File: config.mk
export PLATFORM = sky130hd
export DESIGN_NAME = vid_pattern_src_flat
export DESIGN_NICKNAME = d
export VERILOG_FILES = /design/src/rtl/video_pkg.sv /design/src/rtl/vid_sideband_if.sv /design/src/rtl/vid_timing_gen.sv /design/src/rtl/vid_pattern_src.sv /design/src/flat_wrapper.sv
export SDC_FILE = /design/constraint.sdc
export NUM_CORES = 1
export LEC_CHECK = 0
export ABC_AREA = 1
export CORE_MARGIN = 4
export CORE_UTILIZATION = 62
export CTS_BUF_LIST = sky130_fd_sc_hd__clkbuf_8
export CTS_CLUSTER_SIZE = 24
export DETAILED_ROUTE_END_ITERATION = 12
export PLACE_DENSITY = 0.88
export REMOVE_ABC_BUFFERS = 1
export SETUP_SLACK_MARGIN = 0.05
export SKIP_LAST_GASP = 1
export SYNTH_ARGS = -nofsm -noshare
export SYNTH_HDL_FRONTEND = slang
export SYNTH_HIERARCHICAL = 1
export SYNTH_SLANG_ARGS = --single-unit
File: constraint.sdc
create_clock -name clk -period 6.68 [get_ports clk]
set_input_delay 1.002 -clock clk [delete_from_list [all_inputs] [get_ports clk]]
set_output_delay 1.002 -clock clk [all_outputs]
set_load 0.1 [all_outputs]
File: src/rtl/video_pkg.sv
`default_nettype none
// +----------------------------------------------------------------------------+
// | video_pkg                                                                  |
// | Shared video types: pixel, raster timing record, timing presets, bar       |
// | colours (also used as border colour codes) and pattern/FSM encodings.      |
// | Rev 1.0 - initial release                                                  |
// +----------------------------------------------------------------------------+
package video_pkg;

  localparam int RGBW  = 8;   // bits per colour component
  localparam int CNT_W = 12;  // raster counter / coordinate width

  typedef struct packed {
    logic [RGBW-1:0] r;
    logic [RGBW-1:0] g;
    logic [RGBW-1:0] b;
  } pixel_t;

  typedef struct packed {
    int unsigned H_ACTIVE;
    int unsigned H_FP;
    int unsigned H_SYNC;
    int unsigned H_BP;
    int unsigned V_ACTIVE;
    int unsigned V_FP;
    int unsigned V_SYNC;
    int unsigned V_BP;
  } vid_timing_t;

  localparam vid_timing_t TIMING_VGA_640x480 = '{
    H_ACTIVE: 640, H_FP: 16, H_SYNC: 96, H_BP: 48,
    V_ACTIVE: 480, V_FP: 10, V_SYNC: 2,  V_BP: 33
  };

  // Tiny raster for fast simulation
  localparam vid_timing_t TIMING_SIM_16x4 = '{
    H_ACTIVE: 16, H_FP: 2, H_SYNC: 3, H_BP: 3,
    V_ACTIVE: 4,  V_FP: 1, V_SYNC: 1, V_BP: 2
  };

  localparam pixel_t COL_WHITE   = '{r: '1, g: '1, b: '1};
  localparam pixel_t COL_YELLOW  = '{r: '1, g: '1, b: '0};
  localparam pixel_t COL_CYAN    = '{r: '0, g: '1, b: '1};
  localparam pixel_t COL_GREEN   = '{r: '0, g: '1, b: '0};
  localparam pixel_t COL_MAGENTA = '{r: '1, g: '0, b: '1};
  localparam pixel_t COL_RED     = '{r: '1, g: '0, b: '0};
  localparam pixel_t COL_BLUE    = '{r: '0, g: '0, b: '1};
  localparam pixel_t COL_BLACK   = '{r: '0, g: '0, b: '0};

  typedef enum logic [1:0] {
    PAT_BARS  = 2'b00,
    PAT_RAMP  = 2'b01,
    PAT_CHECK = 2'b10,
    PAT_BLACK = 2'b11
  } pat_sel_e;

  typedef enum logic [1:0] {
    ST_IDLE      = 2'd0,
    ST_RUN       = 2'd1,
    ST_STOP_PEND = 2'd2
  } tg_state_e;

  // Colour of bar idx, left (0) to right (7)
  function automatic pixel_t bar_colour(input logic [2:0] idx);
    pixel_t c;
    c = COL_BLACK;
    case (idx)
      3'd0:    c = COL_WHITE;
      3'd1:    c = COL_YELLOW;
      3'd2:    c = COL_CYAN;
      3'd3:    c = COL_GREEN;
      3'd4:    c = COL_MAGENTA;
      3'd5:    c = COL_RED;
      3'd6:    c = COL_BLUE;
      default: c = COL_BLACK;
    endcase
    return c;
  endfunction

endpackage
`default_nettype wire

File: src/rtl/vid_sideband_if.sv
`default_nettype none
// +----------------------------------------------------------------------------+
// | vid_sideband_if                                                            |
// | Per-pixel sideband travelling alongside the pixel bus between stages.      |
// | Rev 1.0 - initial release                                                  |
// +----------------------------------------------------------------------------+
interface vid_sideband_if;
  import video_pkg::*;

  logic             de;
  logic             sof;
  logic             eol;
  logic [CNT_W-1:0] x;
  logic [CNT_W-1:0] y;

  modport source (output de, sof, eol, x, y);
  modport sink   (input  de, sof, eol, x, y);

endinterface
`default_nettype wire

File: src/rtl/vid_timing_gen.sv
`default_nettype none
// +----------------------------------------------------------------------------+
// | vid_timing_gen                                                             |
// | Raster counters, run/stop FSM, registered syncs, de/sof/eol/x/y and        |
// | frame_done. Also exports the live counter state for the pattern stage.     |
// | Rev 1.0 - initial release                                                  |
// +----------------------------------------------------------------------------+
module vid_timing_gen
  import video_pkg::*;
#(
  parameter vid_timing_t T        = TIMING_VGA_640x480,
  parameter logic        SYNC_POL = 1'b0
) (
  input  logic             clk,
  input  logic             rst_n,
  input  logic             i_en,
  // live (unregistered) counter view for the pattern stage
  output logic             o_running,
  output logic             o_active,
  output logic             o_line_end,
  output logic             o_pat_latch,
  output logic [CNT_W-1:0] o_h_cnt,
  output logic [CNT_W-1:0] o_v_cnt,
  // registered outputs
  output logic             o_de,
  output logic             o_sof,
  output logic             o_eol,
  output logic [CNT_W-1:0] o_x,
  output logic [CNT_W-1:0] o_y,
  output logic             o_hsync,
  output logic             o_vsync,
  output logic             o_frame_done
);

  localparam logic [CNT_W-1:0] c_H_ACT  = CNT_W'(T.H_ACTIVE);
  localparam logic [CNT_W-1:0] c_H_EOL  = CNT_W'(T.H_ACTIVE - 1);
  localparam logic [CNT_W-1:0] c_H_LAST = CNT_W'(T.H_ACTIVE + T.H_FP + T.H_SYNC + T.H_BP - 1);
  localparam logic [CNT_W-1:0] c_HS_BEG = CNT_W'(T.H_ACTIVE + T.H_FP);
  localparam logic [CNT_W-1:0] c_HS_END = CNT_W'(T.H_ACTIVE + T.H_FP + T.H_SYNC);
  localparam logic [CNT_W-1:0] c_V_ACT  = CNT_W'(T.V_ACTIVE);
  localparam logic [CNT_W-1:0] c_V_LAST = CNT_W'(T.V_ACTIVE + T.V_FP + T.V_SYNC + T.V_BP - 1);
  localparam logic [CNT_W-1:0] c_VS_BEG = CNT_W'(T.V_ACTIVE + T.V_FP);
  localparam logic [CNT_W-1:0] c_VS_END = CNT_W'(T.V_ACTIVE + T.V_FP + T.V_SYNC);

  tg_state_e        r_state;
  tg_state_e        w_state_nxt;
  logic             w_run;
  logic [CNT_W-1:0] r_h;
  logic [CNT_W-1:0] r_v;
  logic             w_h_end;
  logic             w_wrap;
  logic             w_active;
  logic             w_hs_win;
  logic             w_vs_win;

  logic             r_de;
  logic             r_sof;
  logic             r_eol;
  logic [CNT_W-1:0] r_x;
  logic [CNT_W-1:0] r_y;
  logic             r_hsync;
  logic             r_vsync;
  logic             r_frame_done;

  assign w_h_end  = (r_h == c_H_LAST);
  assign w_wrap   = w_h_end && (r_v == c_V_LAST);
  assign w_active = w_run && (r_h < c_H_ACT) && (r_v < c_V_ACT);
  assign w_hs_win = w_run && (r_h >= c_HS_BEG) && (r_h < c_HS_END);
  assign w_vs_win = w_run && (r_v >= c_VS_BEG) && (r_v < c_VS_END);

  // State register
  always_ff @(posedge clk or negedge rst_n) begin
    if (!rst_n) r_state <= ST_IDLE;
    else        r_state <= w_state_nxt;
  end

  // Next state; counters only advance outside IDLE, stop only at frame wrap
  always_comb begin
    w_state_nxt = r_state;
    w_run       = 1'b0;
    case (r_state)
      ST_IDLE: begin
        if (i_en) w_state_nxt = ST_RUN;
      end
      ST_RUN: begin
        w_run = 1'b1;
        if (!i_en) w_state_nxt = ST_STOP_PEND;
      end
      ST_STOP_PEND: begin
        w_run = 1'b1;
        if (i_en)        w_state_nxt = ST_RUN;
        else if (w_wrap) w_state_nxt = ST_IDLE;
      end
      default: w_state_nxt = ST_IDLE;
    endcase
  end

  // Raster counters: h wraps every line, v wraps every frame
  always_ff @(posedge clk or negedge rst_n) begin
    if (!rst_n) begin
      r_h <= '0;
      r_v <= '0;
    end else if (w_run) begin
      if (w_h_end) begin
        r_h <= '0;
        r_v <= (r_v == c_V_LAST) ? '0 : r_v + CNT_W'(1);
      end else begin
        r_h <= r_h + CNT_W'(1);
      end
    end
  end

  // Registered outputs describe the counter position of the current cycle
  always_ff @(posedge clk or negedge rst_n) begin
    if (!rst_n) begin
      r_de         <= 1'b0;
      r_sof        <= 1'b0;
      r_eol        <= 1'b0;
      r_x          <= '0;
      r_y          <= '0;
      r_hsync      <= ~SYNC_POL;
      r_vsync      <= ~SYNC_POL;
      r_frame_done <= 1'b0;
    end else begin
      r_de         <= w_active;
      r_sof        <= w_active && (r_h == '0) && (r_v == '0);
      r_eol        <= w_active && (r_h == c_H_EOL);
      r_x          <= w_active ? r_h : '0;
      r_y          <= w_active ? r_v : '0;
      r_hsync      <= w_hs_win ? SYNC_POL : ~SYNC_POL;
      r_vsync      <= w_vs_win ? SYNC_POL : ~SYNC_POL;
      r_frame_done <= w_run && w_wrap;
    end
  end

  assign o_running    = w_run;
  assign o_active     = w_active;
  assign o_line_end   = w_h_end;
  assign o_pat_latch  = (r_state == ST_RUN) && (r_h == '0) && (r_v == '0);
  assign o_h_cnt      = r_h;
  assign o_v_cnt      = r_v;
  assign o_de         = r_de;
  assign o_sof        = r_sof;
  assign o_eol        = r_eol;
  assign o_x          = r_x;
  assign o_y          = r_y;
  assign o_hsync      = r_hsync;
  assign o_vsync      = r_vsync;
  assign o_frame_done = r_frame_done;

endmodule
`default_nettype wire

File: src/rtl/vid_pattern_src.sv
`default_nettype none
// +----------------------------------------------------------------------------+
// | vid_pattern_src                                                            |
// | Video source: raster timing plus test-pattern pixel generation (colour     |
// | bars, gray ramp, checker, black). Pixel register shares the timing edge    |
// | so pixel, syncs and sideband stay aligned.                                 |
// | Rev 1.0 - initial release                                                  |
// +----------------------------------------------------------------------------+
module vid_pattern_src
  import video_pkg::*;
#(
  parameter vid_timing_t T        = TIMING_VGA_640x480,
  parameter int          RAMP_SH  = 2,
  parameter logic        SYNC_POL = 1'b0
) (
  input  logic                  clk,
  input  logic                  rst_n,
  input  logic                  en,
  input  logic [1:0]            pat_sel,
  output pixel_t                px_out,
  output logic                  hsync,
  output logic                  vsync,
  output logic                  frame_done,
  vid_sideband_if.source        sb_out
);

  // Bars are built from a pixel-in-bar counter, which needs an exact width
  generate
    if ((T.H_ACTIVE % 8) != 0) begin : g_h_active_chk
      $error("vid_pattern_src: H_ACTIVE must be a multiple of 8");
    end
  endgenerate

  localparam logic [CNT_W-1:0] c_BAR_LAST = CNT_W'(T.H_ACTIVE / 8 - 1);
  localparam logic [CNT_W-1:0] c_CHK_BIT  = CNT_W'(32);

  logic             w_running;
  logic             w_active;
  logic             w_line_end;
  logic             w_pat_latch;
  logic [CNT_W-1:0] w_h;
  logic [CNT_W-1:0] w_v;
  logic             w_de;
  logic             w_sof;
  logic             w_eol;
  logic [CNT_W-1:0] w_x;
  logic [CNT_W-1:0] w_y;

  logic [1:0]       r_pat_q;
  logic [1:0]       w_pat;
  logic [2:0]       r_bar;
  logic [CNT_W-1:0] r_pix;
  logic [RGBW-1:0]  w_lvl;
  pixel_t           w_px;
  pixel_t           r_px;

  vid_timing_gen #(
    .T        (T),
    .SYNC_POL (SYNC_POL)
  ) u_timing (
    .clk          (clk),
    .rst_n        (rst_n),
    .i_en         (en),
    .o_running    (w_running),
    .o_active     (w_active),
    .o_line_end   (w_line_end),
    .o_pat_latch  (w_pat_latch),
    .o_h_cnt      (w_h),
    .o_v_cnt      (w_v),
    .o_de         (w_de),
    .o_sof        (w_sof),
    .o_eol        (w_eol),
    .o_x          (w_x),
    .o_y          (w_y),
    .o_hsync      (hsync),
    .o_vsync      (vsync),
    .o_frame_done (frame_done)
  );

  // The frame origin uses the new selection directly so frame 0 pixel is not stale
  assign w_pat = w_pat_latch ? pat_sel : r_pat_q;

  // Pattern select only changes at frame start (tracks freely while idle)
  always_ff @(posedge clk or negedge rst_n) begin
    if (!rst_n)                        r_pat_q <= 2'b00;
    else if (!w_running || w_pat_latch) r_pat_q <= pat_sel;
  end

  // Bar index and pixel-in-bar counters follow h_cnt, cleared at line start
  always_ff @(posedge clk or negedge rst_n) begin
    if (!rst_n) begin
      r_bar <= '0;
      r_pix <= '0;
    end else if (!w_running || w_line_end) begin
      r_bar <= '0;
      r_pix <= '0;
    end else if (r_pix == c_BAR_LAST) begin
      r_pix <= '0;
      r_bar <= r_bar + 3'd1;
    end else begin
      r_pix <= r_pix + CNT_W'(1);
    end
  end

  // Pixel for the current counter position; black outside active video
  always_comb begin
    w_px  = COL_BLACK;
    w_lvl = RGBW'(w_h >> RAMP_SH);
    if (w_active) begin
      case (pat_sel_e'(w_pat))
        PAT_BARS:  w_px = bar_colour(r_bar);
        PAT_RAMP:  w_px = '{r: w_lvl, g: w_lvl, b: w_lvl};
        PAT_CHECK: w_px = (((w_h ^ w_v) & c_CHK_BIT) != '0) ? COL_WHITE : COL_BLACK;
        default:   w_px = COL_BLACK;
      endcase
    end
  end

  // Pixel register, same edge as the timing outputs
  always_ff @(posedge clk or negedge rst_n) begin
    if (!rst_n) r_px <= COL_BLACK;
    else        r_px <= w_px;
  end

  assign px_out     = r_px;
  assign sb_out.de  = w_de;
  assign sb_out.sof = w_sof;
  assign sb_out.eol = w_eol;
  assign sb_out.x   = w_x;
  assign sb_out.y   = w_y;

endmodule
`default_nettype wire

File: src/flat_wrapper.sv
// flat-port wrapper written by rule: the top's interface ports become plain ports
module vid_pattern_src_flat import video_pkg::*;
#(
  parameter vid_timing_t T        = TIMING_VGA_640x480,
  parameter int          RAMP_SH  = 2,
  parameter logic        SYNC_POL = 1'b0
)
  (clk, rst_n, en, pat_sel, px_out, hsync, vsync, frame_done, sb_out_de, sb_out_sof, sb_out_eol, sb_out_x, sb_out_y);
  vid_sideband_if sb_out_i ();
  input  logic clk;
  input  logic rst_n;
  input  logic en;
  input  logic [1:0] pat_sel;
  output pixel_t px_out;
  output logic hsync;
  output logic vsync;
  output logic frame_done;
  output wire logic [$bits(sb_out_i.de)-1:0] sb_out_de;
  output wire logic [$bits(sb_out_i.sof)-1:0] sb_out_sof;
  output wire logic [$bits(sb_out_i.eol)-1:0] sb_out_eol;
  output wire logic [$bits(sb_out_i.x)-1:0] sb_out_x;
  output wire logic [$bits(sb_out_i.y)-1:0] sb_out_y;
  assign sb_out_de = sb_out_i.de;
  assign sb_out_sof = sb_out_i.sof;
  assign sb_out_eol = sb_out_i.eol;
  assign sb_out_x = sb_out_i.x;
  assign sb_out_y = sb_out_i.y;
  vid_pattern_src #(.T(T), .RAMP_SH(RAMP_SH), .SYNC_POL(SYNC_POL)) u_core (.clk(clk), .rst_n(rst_n), .en(en), .pat_sel(pat_sel), .px_out(px_out), .hsync(hsync), .vsync(vsync), .frame_done(frame_done), .sb_out(sb_out_i));
endmodule
==> metrics.txt <==
# diodes 0; H-Tree Depth 3; Arrival @ worst endpoint 3310 ps; post-CTS resize count 0; placed cell areas 0.005348 mm2; Reg clk slew, reported paths 90 ps; Design Area, Final 0.005543 mm2; count of different cell masters after synthesis 38; Worst Max-Slew Pin Slew 989.1 ps; family with the most delay on the worst path buffers and inverters; largest net degree at the start of global routing 67; Slew Viols, Final 0; detailed-route wire length 9648 um; Max stage delay on crit path 550 ps; GR Util All Layers 23.00%; ranking of synthesized cells by area dfrtp_1, nand2_1, nor2_1; Synth Flop Type dfrtp_1; top achievable clock speed 330.9 MHz; fin util 76.01%; post-synthesis instance total 547; Worst Setup Path Type reg2reg; maximum root-to-sink buffer count 2; Pwr Total 2238 uW; number of synthesized flops with an enable pin 0; number of global-route vias before repair 3578; setup bufs post-CTS 0; Root Buffer Master clkbuf_8; Worst setup EP type flip-flop; drt wl/cell 13.49 um; slowest CP cell ha_1; CTS tree yes; antenna viol nets, final 0; status complete, no violations; GP Congestion 1.001; Top Ports 59; slew margin rel. 33.86%; layout cells sized above 1 9.578%; final setup skew 7.372 ps; register area share after synthesis 51.70%; DR vias 3776; Syn-to-layout area delta 17.94%; Hold Fails Final Rpt 0; # hold bufs at CTS 0; Die Ht 95.06 um; Final Cycle Share 45.25%; Yosys warnings 6; Skew-Pair Late Insertion Delay 360 ps; dpl hpwl 7011 um; drt first pass iters 6; CP required 6970 ps; CP cell instances inv_1 -> ha_1 -> inv_1 -> nor3b_2 -> nand3_2 -> inv_1 -> inv_1 -> nor2_1; clock sink count 97; Critical path buffers and inverters 4; static leakage 0.002810 uW; Yosys reg bits 97; row count 31; DR DRC count 0; largest fanout on the critical path 22; hold crit path type reg2reg; Synth top area share 50.59%; RSZ-0062 raised after global routing no; DIE WIDTH 95.06 um; pre-CTS WS 3730 ps; setup TNS 0 ps; Core ar. 0.007292 mm2; vias per cell 5.281; IO Port Bufs 58; first-pass GRT wire length 16160 um; crit-path most repeated cell inv_1; leading area contributor after synthesis dfrtp_1; post-synthesis instance area 0.004700 mm2; TritonCTS Buffers 9; total congestion overflow 0; Final Worst Setup Slack 3658 ps; Startpoint Class flip-flop; initial core utilization 64.45%; PD cells 403.7 mW/mm2; FILL cells 511; Async SR Flop Fraction 100.0%; max_cap viols 0; Final Net Count 632; synthesized area per cell 8.591 um2; number of DRC markers in iteration 0 249; Die ar. 0.009036 mm2; maximum VDD drop 0.2762 mV; initial antenna violation count 0; Setup Viol. Count Final 0; fin crit period 3022 ps
[cell usage after synthesis (2+ instances only)]
cell type	count
a21oi_1	5
buf_4	2
buf_6	3
clkbuf_1	2
dfrtp_1	95
dfstp_2	2
ha_1	15
inv_1	75
inv_2	6
nand2_1	105
nand2_2	8
nand3_1	51
nand3_2	4
nand3_4	2
nand3b_1	2
nand4_1	13
nor2_1	89
nor2_2	7
nor2_4	3
nor3_1	11
nor3_2	2
o21ai_0	13
o21ai_1	2
o21ai_2	3
or2_2	2
xnor2_1	2
xor2_1	12
[report_power, final]
part	switching, uW	internal [uW]	total [uW]
Combinational	864	255	1120
Clock	193	180	373
Sequential	58.7	686	745
[flip-flops by register name, indices dropped and copies added, names as in the netlist]
signal,flops
u_core/px_out,24
u_core/r_pix,12
u_core/r_pat_q,2
u_core/u_timing/o_de,1
u_core/u_timing/o_frame_done,1
u_core/u_timing/r_state,2
u_core/u_timing/o_eol,1
u_core/r_bar,3
u_core/u_timing/o_hsync,1
u_core/u_timing/o_v_cnt,12
u_core/u_timing/o_h_cnt,12
u_core/u_timing/o_y,12
u_core/u_timing/o_x,12
u_core/u_timing/o_vsync,1
u_core/u_timing/o_sof,1
[worst register-to-register path, delay by kind of cell (launching register included)]
family                   cells  cell delay, ps
AND/OR/NAND/NOR              3             860
flip-flops                   1             430
buffers and inverters        4            1120
adder cells (fa/ha/maj)      1             550
[layout make-up]
type / count / area [um2] / share of cell area (%)
Clock buffer: 10 / 137.6 / 2.483
Clock inverter: 5 / 57.56 / 1.038
Inverter: 82 / 309.0 / 5.576
Multi-Input combinational cell: 363 / 1899 / 34.27
Sequential cell: 97 / 2430 / 43.84
Tap cell: 99 / 123.9 / 2.235
Timing Repair Buffer: 59 / 585.6 / 10.56
[placed cells by master (no fill, tap or decap), drive strengths merged, types with 4 or more instances in the layout]
| cell type | n |
|---|---|
| nand3 | 57 |
| nor3 | 13 |
| dfrtp | 95 |
| nand4 | 13 |
| clkdlybuf4s50 | 57 |
| conb | 5 |
| xor2 | 12 |
| ha | 15 |
| a21oi | 5 |
| nand3b | 4 |
| nor2 | 99 |
| nand2 | 113 |
| inv | 82 |
| o21ai | 18 |
| clkbuf | 10 |
[stage by stage]
| step | cells | hold WS (ps) |
|---|---|---|
| 4_1_cts | 715 | 464.8 |
| 3_3_place_gp | 700 | 445.8 |
| 2_1_floorplan | 542 | 433.1 |
| 3_5_place_dp | 700 | 453.2 |
| 5_1_grt | 715 | 471.0 |
| 6_report | 715 | 459.2 |
[routing by layer]
| layer | GRT usage, % | wire [um] | vias to the layer above |
|---|---|---|---|
| met4 | 9.976 | 240 | 0 |
| met1 | 28.13 | 3961 | 1783 |
| li1 | - | - | 1831 |
| met3 | 4.420 | 511 | 22 |
| met5 | 0 | 0 | - |
| met2 | 39.65 | 4934 | 140 |
[worst paths after layout]
| check | startpoint | to | slack, ps | cells past startpoint |
|---|---|---|---|---|
| max | u_core/u_timing/r_state[0] | u_core/px_out[11] | 3660 | 8 |
| min | u_core/r_pix[0] | u_core/r_pix[0] | 460 | 1 |
| max reg2reg | u_core/u_timing/r_state[0] | u_core/px_out[11] | 3660 | 8 |
| min reg2reg | u_core/r_pix[0] | u_core/r_pix[0] | 460 | 1 |
| max in group asynchronous | rst_n | u_core/u_timing/o_h_cnt[7] | 4990 | 2 |
| min in group asynchronous | rst_n | u_core/r_pix[7] | 550 | 1 |
[cell families after synthesis]
| family | synth area share (%) |
|---|---|
| and+or+nand+nor | 30.24 |
| DFF | 51.70 |
| buffers and inverters | 8.200 |
| AOI/OAI and AO/OA | 3.168 |
| adders and majority gates | 3.994 |
| xor gates and xnor gates | 2.609 |
| other | 0.07980 |
(Power assumes the default switching activity.)
